### config.mk
export PLATFORM = sky130hd
export DESIGN_NAME = master_start_loader
export DESIGN_NICKNAME = d
export VERILOG_FILES = /design/src/rtl/master_start_pkg.sv /design/src/rtl/ms_byte_timer.sv /design/src/rtl/master_start_loader.sv
export SDC_FILE = /design/constraint.sdc
export NUM_CORES = 2
export LEC_CHECK = 0
export CAP_MARGIN = 15
export CORE_MARGIN = 4
export CORE_UTILIZATION = 54
export DETAILED_ROUTE_END_ITERATION = 10
export PLACE_DENSITY = 0.84
export SETUP_SLACK_MARGIN = 0.5
export SLEW_MARGIN = 20
export SYNTH_ARGS = -nofsm -noshare
export SYNTH_HDL_FRONTEND = slang
export SYNTH_SLANG_ARGS = --single-unit
### constraint.sdc
create_clock -name CLK -period 2.6 [get_ports CLK]
set_input_delay 0.39 -clock CLK [delete_from_list [all_inputs] [get_ports CLK]]
set_output_delay 0.39 -clock CLK [all_outputs]
set_load 0.005 [all_outputs]
### src/rtl/master_start_pkg.sv
`default_nettype none
// ============================================================================
//  Module      : master_start_pkg
//  Description : Shared constants, frame/burst types and FSM state encoding
//                for the MASTER_START command loader.
//  Revision    : 1.0 - initial release
// ============================================================================
package master_start_pkg;

  // Frame markers and command codes
  localparam logic [7:0] SYNC_BYTE = 8'hA5;
  localparam logic [7:0] CMD_LOAD  = 8'h01;
  localparam logic [7:0] CMD_TIME  = 8'h02;

  // Payload lengths in bytes
  localparam int LEN_LOAD = 43;
  localparam int LEN_TIME = 8;

  // Shadow register holds the longest payload
  localparam int SHADOW_W = LEN_LOAD * 8;

  // Burst parameter set written to MASTER_START on a CMD_LOAD commit
  typedef struct packed {
    logic [47:0] freq;
    logic [47:0] step;
    logic [31:0] rate;
    logic [63:0] tstart;
    logic [15:0] n_impuls;
    logic [1:0]  imp_type;
    logic [31:0] ti;
    logic [31:0] tp;
    logic [31:0] tb1;
    logic [31:0] tb2;
  } burst_params_t;

  // Frame parser states
  typedef enum logic [1:0] {
    ST_IDLE    = 2'd0,
    ST_CMD     = 2'd1,
    ST_PAYLOAD = 2'd2,
    ST_CHK     = 2'd3
  } state_t;

  // Saturating 8-bit increment
  function automatic logic [7:0] sat_inc8(input logic [7:0] v);
    return (v == 8'hFF) ? v : v + 8'd1;
  endfunction

endpackage
`default_nettype wire

### src/rtl/ms_byte_timer.sv
`default_nettype none
// ============================================================================
//  Module      : ms_byte_timer
//  Description : Inter-byte timeout counter. Counts clk cycles while enabled,
//                restarts on i_clr, and raises o_timeout on the cycle whose
//                edge would bring the count to TIMEOUT_CYC. A clear on that
//                same cycle suppresses the timeout.
//  Ports       : clk, rst       - clock, synchronous active-high reset
//                i_clr          - restart count (byte accepted)
//                i_en           - count enable (frame in progress)
//                o_timeout      - single-cycle timeout indication (comb)
//  Revision    : 1.0 - initial release
// ============================================================================
module ms_byte_timer #(
  parameter int TIMEOUT_CYC = 4800
) (
  input  logic clk,
  input  logic rst,
  input  logic i_clr,
  input  logic i_en,
  output logic o_timeout
);

  localparam int CNT_W = $clog2(TIMEOUT_CYC + 1);
  localparam logic [CNT_W-1:0] c_LAST = CNT_W'(TIMEOUT_CYC - 1);

  logic [CNT_W-1:0] r_cnt;
  logic             w_hit;

  // A byte on the expiring cycle wins over the timeout
  assign w_hit     = i_en && !i_clr && (r_cnt == c_LAST);
  assign o_timeout = w_hit;

  always_ff @(posedge clk) begin
    if (rst || i_clr || !i_en || w_hit) begin
      r_cnt <= '0;
    end else begin
      r_cnt <= r_cnt + 1'b1;
    end
  end

endmodule
`default_nettype wire

### src/rtl/master_start_loader.sv
`default_nettype none
// ============================================================================
//  Module      : master_start_loader
//  Description : Command-side writer for the MASTER_START synchronizer.
//                Parses SYNC/CMD/payload/CHK frames from a host byte stream,
//                commits burst parameters (pulsing WR_DATA) or a system time
//                preset (raising SYS_TIME_UPDATE) on a valid checksum.
//  Ports       : CLK, RESET            - 48 MHz clock, sync active-high reset
//                rx_data, rx_valid     - received byte stream
//                SYS_TIME_UPDATE_OK    - time load acknowledged
//                MEM_*                 - burst parameters (held between commits)
//                WR_DATA               - one-cycle parameter write strobe
//                SYS_TIME, SYS_TIME_UPDATE - time preset value / arm level
//                frame_ok, frame_err   - per-frame status pulses
//                err_cnt               - saturating error counter
//  Revision    : 1.0 - initial release
// ============================================================================
module master_start_loader #(
  parameter int          TIMEOUT_CYC = 4800,
  parameter logic [7:0]  SYNC_BYTE   = master_start_pkg::SYNC_BYTE
) (
  input  logic        CLK,
  input  logic        RESET,
  input  logic [7:0]  rx_data,
  input  logic        rx_valid,
  input  logic        SYS_TIME_UPDATE_OK,
  output logic [47:0] MEM_DDS_freq,
  output logic [47:0] MEM_DDS_delta_freq,
  output logic [31:0] MEM_DDS_delta_rate,
  output logic [63:0] MEM_TIME_START,
  output logic [15:0] MEM_N_impuls,
  output logic [1:0]  MEM_TYPE_impulse,
  output logic [31:0] MEM_Interval_Ti,
  output logic [31:0] MEM_Interval_Tp,
  output logic [31:0] MEM_Tblank1,
  output logic [31:0] MEM_Tblank2,
  output logic        WR_DATA,
  output logic [63:0] SYS_TIME,
  output logic        SYS_TIME_UPDATE,
  output logic        frame_ok,
  output logic        frame_err,
  output logic [7:0]  err_cnt
);

  import master_start_pkg::*;

  // Remaining-byte counter preloads (counts down to zero on the last byte)
  localparam logic [5:0] c_LEFT_LOAD = 6'(LEN_LOAD - 1);
  localparam logic [5:0] c_LEFT_TIME = 6'(LEN_TIME - 1);

  state_t                r_state;
  logic [7:0]            r_cmd;
  logic [7:0]            r_sum;
  logic [5:0]            r_left;
  logic [SHADOW_W-1:0]   r_shadow;
  burst_params_t         r_params;
  logic [63:0]           r_sys_time;
  logic                  r_wr_data;
  logic                  r_sys_time_update;
  logic                  r_frame_ok;
  logic                  r_frame_err;
  logic [7:0]            r_err_cnt;

  burst_params_t         w_load_params;
  logic                  w_timeout;
  logic                  w_timer_en;

  // Payload is shifted in MSB first, so the first field lands at the top.
  // The type byte occupies [135:128]; only its two LSBs are meaningful.
  assign w_load_params.freq     = r_shadow[343:296];
  assign w_load_params.step     = r_shadow[295:248];
  assign w_load_params.rate     = r_shadow[247:216];
  assign w_load_params.tstart   = r_shadow[215:152];
  assign w_load_params.n_impuls = r_shadow[151:136];
  assign w_load_params.imp_type = r_shadow[129:128];
  assign w_load_params.ti       = r_shadow[127:96];
  assign w_load_params.tp       = r_shadow[95:64];
  assign w_load_params.tb1      = r_shadow[63:32];
  assign w_load_params.tb2      = r_shadow[31:0];

  assign w_timer_en = (r_state != ST_IDLE);

  ms_byte_timer #(
    .TIMEOUT_CYC (TIMEOUT_CYC)
  ) u_byte_timer (
    .clk       (CLK),
    .rst       (RESET),
    .i_clr     (rx_valid),
    .i_en      (w_timer_en),
    .o_timeout (w_timeout)
  );

  always_ff @(posedge CLK) begin
    if (RESET) begin
      r_state           <= ST_IDLE;
      r_cmd             <= '0;
      r_sum             <= '0;
      r_left            <= '0;
      r_shadow          <= '0;
      r_params          <= '0;
      r_sys_time        <= '0;
      r_wr_data         <= 1'b0;
      r_sys_time_update <= 1'b0;
      r_frame_ok        <= 1'b0;
      r_frame_err       <= 1'b0;
      r_err_cnt         <= '0;
    end else begin
      r_wr_data   <= 1'b0;
      r_frame_ok  <= 1'b0;
      r_frame_err <= 1'b0;

      // Acknowledge clears the arm level; a commit below overrides it
      if (SYS_TIME_UPDATE_OK) begin
        r_sys_time_update <= 1'b0;
      end

      // Timeout is only asserted when no byte arrives this cycle
      if (w_timeout) begin
        r_state     <= ST_IDLE;
        r_frame_err <= 1'b1;
        r_err_cnt   <= sat_inc8(r_err_cnt);
      end else if (rx_valid) begin
        case (r_state)
          ST_IDLE: begin
            if (rx_data == SYNC_BYTE) begin
              r_state <= ST_CMD;
            end
          end

          ST_CMD: begin
            r_cmd <= rx_data;
            r_sum <= rx_data;
            if (rx_data == CMD_LOAD) begin
              r_left  <= c_LEFT_LOAD;
              r_state <= ST_PAYLOAD;
            end else if (rx_data == CMD_TIME) begin
              r_left  <= c_LEFT_TIME;
              r_state <= ST_PAYLOAD;
            end else begin
              r_state     <= ST_IDLE;
              r_frame_err <= 1'b1;
              r_err_cnt   <= sat_inc8(r_err_cnt);
            end
          end

          ST_PAYLOAD: begin
            r_shadow <= {r_shadow[SHADOW_W-9:0], rx_data};
            r_sum    <= r_sum + rx_data;
            if (r_left == 6'd0) begin
              r_state <= ST_CHK;
            end else begin
              r_left <= r_left - 6'd1;
            end
          end

          ST_CHK: begin
            r_state <= ST_IDLE;
            if (rx_data == r_sum) begin
              r_frame_ok <= 1'b1;
              if (r_cmd == CMD_LOAD) begin
                r_params  <= w_load_params;
                r_wr_data <= 1'b1;
              end else begin
                r_sys_time        <= r_shadow[63:0];
                r_sys_time_update <= 1'b1;
              end
            end else begin
              r_frame_err <= 1'b1;
              r_err_cnt   <= sat_inc8(r_err_cnt);
            end
          end

          default: r_state <= ST_IDLE;
        endcase
      end
    end
  end

  assign MEM_DDS_freq       = r_params.freq;
  assign MEM_DDS_delta_freq = r_params.step;
  assign MEM_DDS_delta_rate = r_params.rate;
  assign MEM_TIME_START     = r_params.tstart;
  assign MEM_N_impuls       = r_params.n_impuls;
  assign MEM_TYPE_impulse   = r_params.imp_type;
  assign MEM_Interval_Ti    = r_params.ti;
  assign MEM_Interval_Tp    = r_params.tp;
  assign MEM_Tblank1        = r_params.tb1;
  assign MEM_Tblank2        = r_params.tb2;
  assign WR_DATA            = r_wr_data;
  assign SYS_TIME           = r_sys_time;
  assign SYS_TIME_UPDATE    = r_sys_time_update;
  assign frame_ok           = r_frame_ok;
  assign frame_err          = r_frame_err;
  assign err_cnt            = r_err_cnt;

endmodule
`default_nettype wire
# Word level (Yosys, flattened, before mapping)
# Cells that the tools add are included.
[totals]
reg_bits = 795
memories = 0
inputBits = 12
latch_bits = 0
romBits = 0
ramBits = 0
word_cells = 103
output_inout_bits = 414
[op_classes]
shifts = 0
add_sub_neg = 4
magnitude_cmp = 0
multipliers = 0
muxes = 31
n_div = 0
reduce_logical = 24
n_eq_ne = 17
n_bitwise = 5
[ops]
columns = ["operator", "count"]
rows = [
  ["two-way mux 8 bit", 6],
  ["one-hot mux 8 bit (2 select lines)", 2],
  ["AND reduction 5 bit", 4],
  ["two-way mux 6 bit", 3],
  ["== test 8 x 1 -> 1 bit, second input constant", 2],
  ["== test 8 bit, second input constant", 2],
  ["adder 13 x 1 -> 13 bit, second input constant", 1],
  ["== test 13 bit, second input constant", 1],
  ["two-way mux 1 bit", 13],
  ["one-hot mux 6 bit (2 select lines)", 1],
  ["AND reduction 3 bit", 4],
  ["!= test 3 x 2 -> 1 bit, second input constant", 3],
  ["adder 8 x 1 -> 8 bit, second input constant", 1],
  ["adder 8 bit", 1],
  ["== test 8 x 2 -> 1 bit, second input constant", 1],
  ["== test 8 bit", 1],
  ["two-way mux 2 bit", 4],
  ["one-hot mux 2 bit (4 select lines)", 1],
  ["zero test 6 bit", 1],
  ["!= test 2 bit, second input constant", 3],
  ["nonzero test 2 bit", 3],
  ["subtractor 6 x 1 -> 6 bit, second input constant", 1],
  ["NOT 1 bit", 5],
  ["OR reduction 5 bit", 1],
  ["other kinds (11)", 16],
]

# Logic depth before layout (Yosys ltp)
[depth]
word_depth = 7
depth_mapped = 9
mapped_depth_nobuf = 9

# By module
# From an unflattened synthesis, not the netlist that was laid out.
[unflattened]
cells_unflattened = 3553
hier_area_um2 = 28182.0
[modules_own_cells]
columns = ["mod", "cells_per_inst", "seq_area_each_um2", "area_each_um2", "n_inst"]
rows = [
  ["master_start_loader", 3489, 15655.0, 27555.2, 1],
  ["ms_byte_timer", 64, 260.2, 626.9, 1],
]

# Least setup slack after synthesis
# OpenSTA, ideal clock, no wires.
[synth_timing]
path_type = "in2reg"
startpoint = "input rx_data[6]"
endpoint = "register r_sys_time[10] (netlist: SYS_TIME[10])"
path_slack_ps = 326
path_stages = 9
setup_ps = 132
t_arrival_ps = 2141
cell_sequence = "ha_1 nor4_1 and4_1 nand2_1 or2_2 clkbuf_1 clkbuf_1 nand2_1 a21oi_1"
[synth_between]
elab_chain_len = 2
[synth_lines]
columns = ["item", "line_no", "source"]
rows = [
  ["from (decl)", "master_start_loader.sv:24", "input logic [7:0] rx_data,"],
  ["== test 8 bit", "master_start_loader.sv:158", "if (rx_data == r_sum) begin"],
  ["AND reduction 5 bit (no line)", "--", ""],
  ["to (signal assigned)", "master_start_loader.sv:164", "r_sys_time <= r_shadow[63:0];"],
  ["to (decl)", "master_start_loader.sv:57", "logic [63:0] r_sys_time;"],
]
# Every way passes these cells.
# A chain may end at the register's enable or synchronous reset.

# Worst setup path after layout
[layout_timing]
startpoint = "register r_sum[0]"
endpoint = "register r_params, in the netlist MEM_Tblank1[11]"
[layout_between]
elab_chain_len = 2
[layout_lines]
columns = ["item", "line_no", "source"]
rows = [
  ["from (decl)", "master_start_loader.sv:53", "logic [7:0] r_sum;"],
  ["from (signal assigned)", "master_start_loader.sv:132", "r_sum <= rx_data;"],
  ["from (signal assigned)", "master_start_loader.sv:148", "r_sum <= r_sum + rx_data;"],
  ["== test 8 bit", "master_start_loader.sv:158", ""],
  ["AND reduction 5 bit (no line)", "--", ""],
  ["to (signal assigned)", "master_start_loader.sv:161", "r_params <= w_load_params;"],
  ["to (decl)", "master_start_loader.sv:56", "burst_params_t r_params;"],
]
# Every way passes these cells.

==> flow_summary_export.csv <==
group,metric,value,unit
synthesis,syn_area,28000,sq um
power_and_ir_drop,ir_worst_vdd,0.000635,V
synthesis,ys_top_cells_by_count,"nand2_1 (1,523), dfxtp_1 (795), a21oi_1 (771), clkbuf_1 (209), buf_2 (42)",
synthesis,synth-edff-count,0,
route,drt_first_pass_iters,7,
route,ant_nets,0,
sta,setup_viol,0,
sta,layout_min_cycle_time,2.27,ns
synthesis,synth_compound_area_share,14.8,%
sta,whs,0.255,ns
worst_setup_path,cp_num_buf_inv,3,
global_route,grt_pass1_vias,24500,
global_route,grt_max_degree,102,
synthesis,synth_xor_area_share,0.657,%
route,routedWlPerCell,19.6,um
global_route,grtUsageTotal,27.5,%
synthesis,ys_warn_count,0,
finish,final_layout_size_suffix_gt1_share,13.8,%
synthesis,synth_cell_types,58,
sta,worst_clock_skew,0.0172,ns
floorplanning,die_x,236,um
placement,hpwl,52300,um
sta,max_slew_margin,48.8,%
clock_tree,root_buffer,"clkbuf_16",
power_and_ir_drop,pwr_density_cell,619,nW/um^2
synthesis,synth_async_sr_flop_share,0,%
worst_setup_path,crit_top_cell,"clkbuf_16",
worst_setup_path,slowest_stage,"dfxtp_2",
clock_tree,holdBufCountCts,0,
worst_setup_path,cp_top_family,"simple AND/OR/NAND/NOR gates",
synthesis,synth.avg_cell_area,7.87,sq um
route,drc,0,
global_route,grt_pass1_wl,128000,um
sta,finalSetupTns,0,ns
route,drtIter0Drc,3044,
synthesis,syn-num-nets,3589,
finish,area_growth,37.0,%
worst_setup_path,crit_path_start_kind,"flop",
floorplanning,dieArea,55600,sq um
floorplanning,io_pins,426,
sta,hold_viol_final,0,
sta,worstMarginPinSlew,0.768,ns
synthesis,synth_fa_ha_area_share,0.741,%
synthesis,synth_top_family_by_area,"simple AND/OR/NAND/NOR gates",
clock_tree,cts_buffer_depth,3,
sta,slew_violations,0,
synthesis,synth_largest_area_cell,"dfxtp_1",
worst_setup_path,cp_slowest_stage_delay,0.35,ns
route,viasPerCell,5.80,
clock_tree,h-tree-depth,3,
synthesis,syn_inst,3561,
worst_setup_path,critPathMaxFanout,7,
flow_run,drv_cap,0,
floorplanning,num_rows,83,
synthesis,synthFlopType,"dfxtp_1",
worst_setup_path,end_kind,"flop",
worst_setup_path,arrival,2.80,ns
clock_tree,cts.sinks,795,
floorplanning,die_y,236,um
sta,fin_crit_sh,87.5,%
clock_tree,numCtsBuffers,78,
global_route,antenna_found_initial,1,
synthesis,yosysSeqAreaShare,56.8,%
clock_tree,clkLatencyLatePin,0.62,ns
floorplanning,initial_core_util,54.6,%
route,wl,92500,um
synthesis,synth-seq-cells,795,
clock_tree,clkTransAtPathRegs,0.06,ns
sta,rsz0062_at_grt,"yes",
sta,layout_setup_ws,0.325,ns
placement,post-place-ws,-0.203,ns
finish,fin_nets,4017,
worst_setup_path,required,3.13,ns
floorplanning,core_area,51300,sq um
worst_setup_path,crit_type,"flop to flop",
synthesis,synthSimpleGateAreaFrac,22.8,%
sta,max_clock_freq,0.440,GHz
global_route,gr-total-overflow,0,
clock_tree,cts_tree,"built",
synthesis,yosys.area.top_type_share,56.8,%
placement,port_buffers,425,
synthesis,synth_most_common_cell,"nand2_1",
route,vias,27400,
placement,gp_congestion,0.866,
synthesis,synthMuxAreaShare,0.219,%
power_and_ir_drop,power_leakage,0.0132,uW
min_path,hp-class,"input pin to flop",
synthesis,synth_area_leaders,"dfxtp_1 (57%), nand2_1 (20%), a21oi_1 (14%)",
worst_setup_path,path_cells,"ha_4 > nor4_4 > and4_4 > and3_4 > buf_12 > clkbuf_16 > clkbuf_16 > nand2_1 > a21oi_1",
status,status,"completed",
## worst register-to-register path, stage by stage (launching register included)
cell       delay, ns
dfxtp_2         0.35
ha_4            0.21
nor4_4          0.28
and4_4          0.28
and3_4          0.24
buf_12          0.16
clkbuf_16       0.19
clkbuf_16       0.17
nand2_1         0.07
a21oi_1         0.23
## final cells by class
| class | instances | area, sq um |
|---|---|---|
| sequential | 795 | 15900 |
| fill | 3265 | 12900 |
| multi-input combinational | 2491 | 12100 |
| timing repair buffer | 608 | 6930 |
| clock buffer | 111 | 2270 |
| tap | 680 | 851 |
| clock inverter | 27 | 249 |
| inverter | 15 | 56.3 |
| antenna | 2 | 5.00 |
## kinds of logic (layout without fill, tap and decap cells)
group	after synthesis	in the layout
other	0	2
multiplexers	6	6
AND/OR/NAND/NOR	1639	1640
adder cells (fa/ha/maj)	16	16
AO/OA/AOI/OAI	808	808
XOR/XNOR	21	21
buffers and inverters	276	761
flip-flops	795	795
## power by group
part	internal [uW]	switching [uW]
Sequential	12200	0.804
Clock	6400	4810
Combinational	85.8	264
Total	18700	5080
## repair_timing
item                                    in CTS  in global routing
gates resized for setup                     18                314
pin swaps                                    3                123
endpoints found under the setup margin     411                507
buffers inserted                             7                 11
gates cloned                                 3                 32
## state kept, by name, indices dropped and copies added, names as in the netlist, named ones only
register,count
r_shadow,344
MEM_TIME_START,64
SYS_TIME,64
MEM_DDS_delta_freq,48
MEM_DDS_freq,48
MEM_DDS_delta_rate,32
MEM_Interval_Ti,32
MEM_Interval_Tp,32
MEM_Tblank1,32
MEM_Tblank2,32
MEM_N_impuls,16
u_byte_timer.r_cnt,13
err_cnt,8
r_cmd,8
r_sum,8
r_left,6
MEM_TYPE_impulse,2
SYS_TIME_UPDATE,1
WR_DATA,1
frame_err,1
frame_ok,1
r_state,1
## per-stage QoR
step / area, sq um / power [uW] / cells / util (%)
after floorplan: 28100 / 12700 / 3561 / -
after global placement: 33700 / 12800 / 4536 / 65.7
after detailed placement: 33700 / 12800 / 4536 / 65.7
after CTS: 36400 / 23700 / 4684 / 71.0
after global routing: 38400 / 24300 / 4728 / 74.8
final: 38400 / 23700 / 4729 / 74.8
## cells in the final DEF, fill, tap and decap left out, types with 3 or more instances in the layout
cell                n
a211oi_1            6
a21oi_1           657
a21oi_2           113
a31oi_1             3
and2_1              3
and3_1              9
buf_12             49
buf_16              7
buf_4              81
buf_6              10
buf_8              14
bufinv_16           3
clkbuf_1           18
clkbuf_16         105
clkbuf_8           11
clkdlybuf4s50_1   422
clkinv_2           15
clkinvlp_4          4
dfxtp_1           789
dfxtp_2             4
ha_1                7
ha_4                6
inv_1              13
mux2i_1             5
nand2_1          1432
nand2_2            44
nand2_4            48
nand2b_1            4
nand3_1            18
nand4_1             3
nor2_1             36
nor3_1              3
o21ai_0            10
or3_1               4
xnor2_1             9
xor2_1             11
## per-layer routing
layer  global-route usage, %  up-vias  wire length [um]
li1                        -    12400                 -
met1                    35.2    13000             34600
met2                    46.2     1591             44600
met3                    4.91      405              7920
met4                    11.5        0              5350
met5                       0        -                 0
## final timing paths
| path | from | cells after the start | slack [ns] | to |
|---|---|---|---|---|
| setup / recovery | r_sum[0] | 9 | 0.33 | MEM_Tblank1[11] |
| hold / removal | rx_data[1] | 4 | 0.25 | r_shadow[1] |
| setup reg to reg | r_sum[0] | 9 | 0.33 | MEM_Tblank1[11] |
| hold reg to reg | MEM_DDS_freq[23] | 2 | 0.45 | MEM_DDS_freq[23] |
Note: power is estimated with default switching activity, not from simulation.
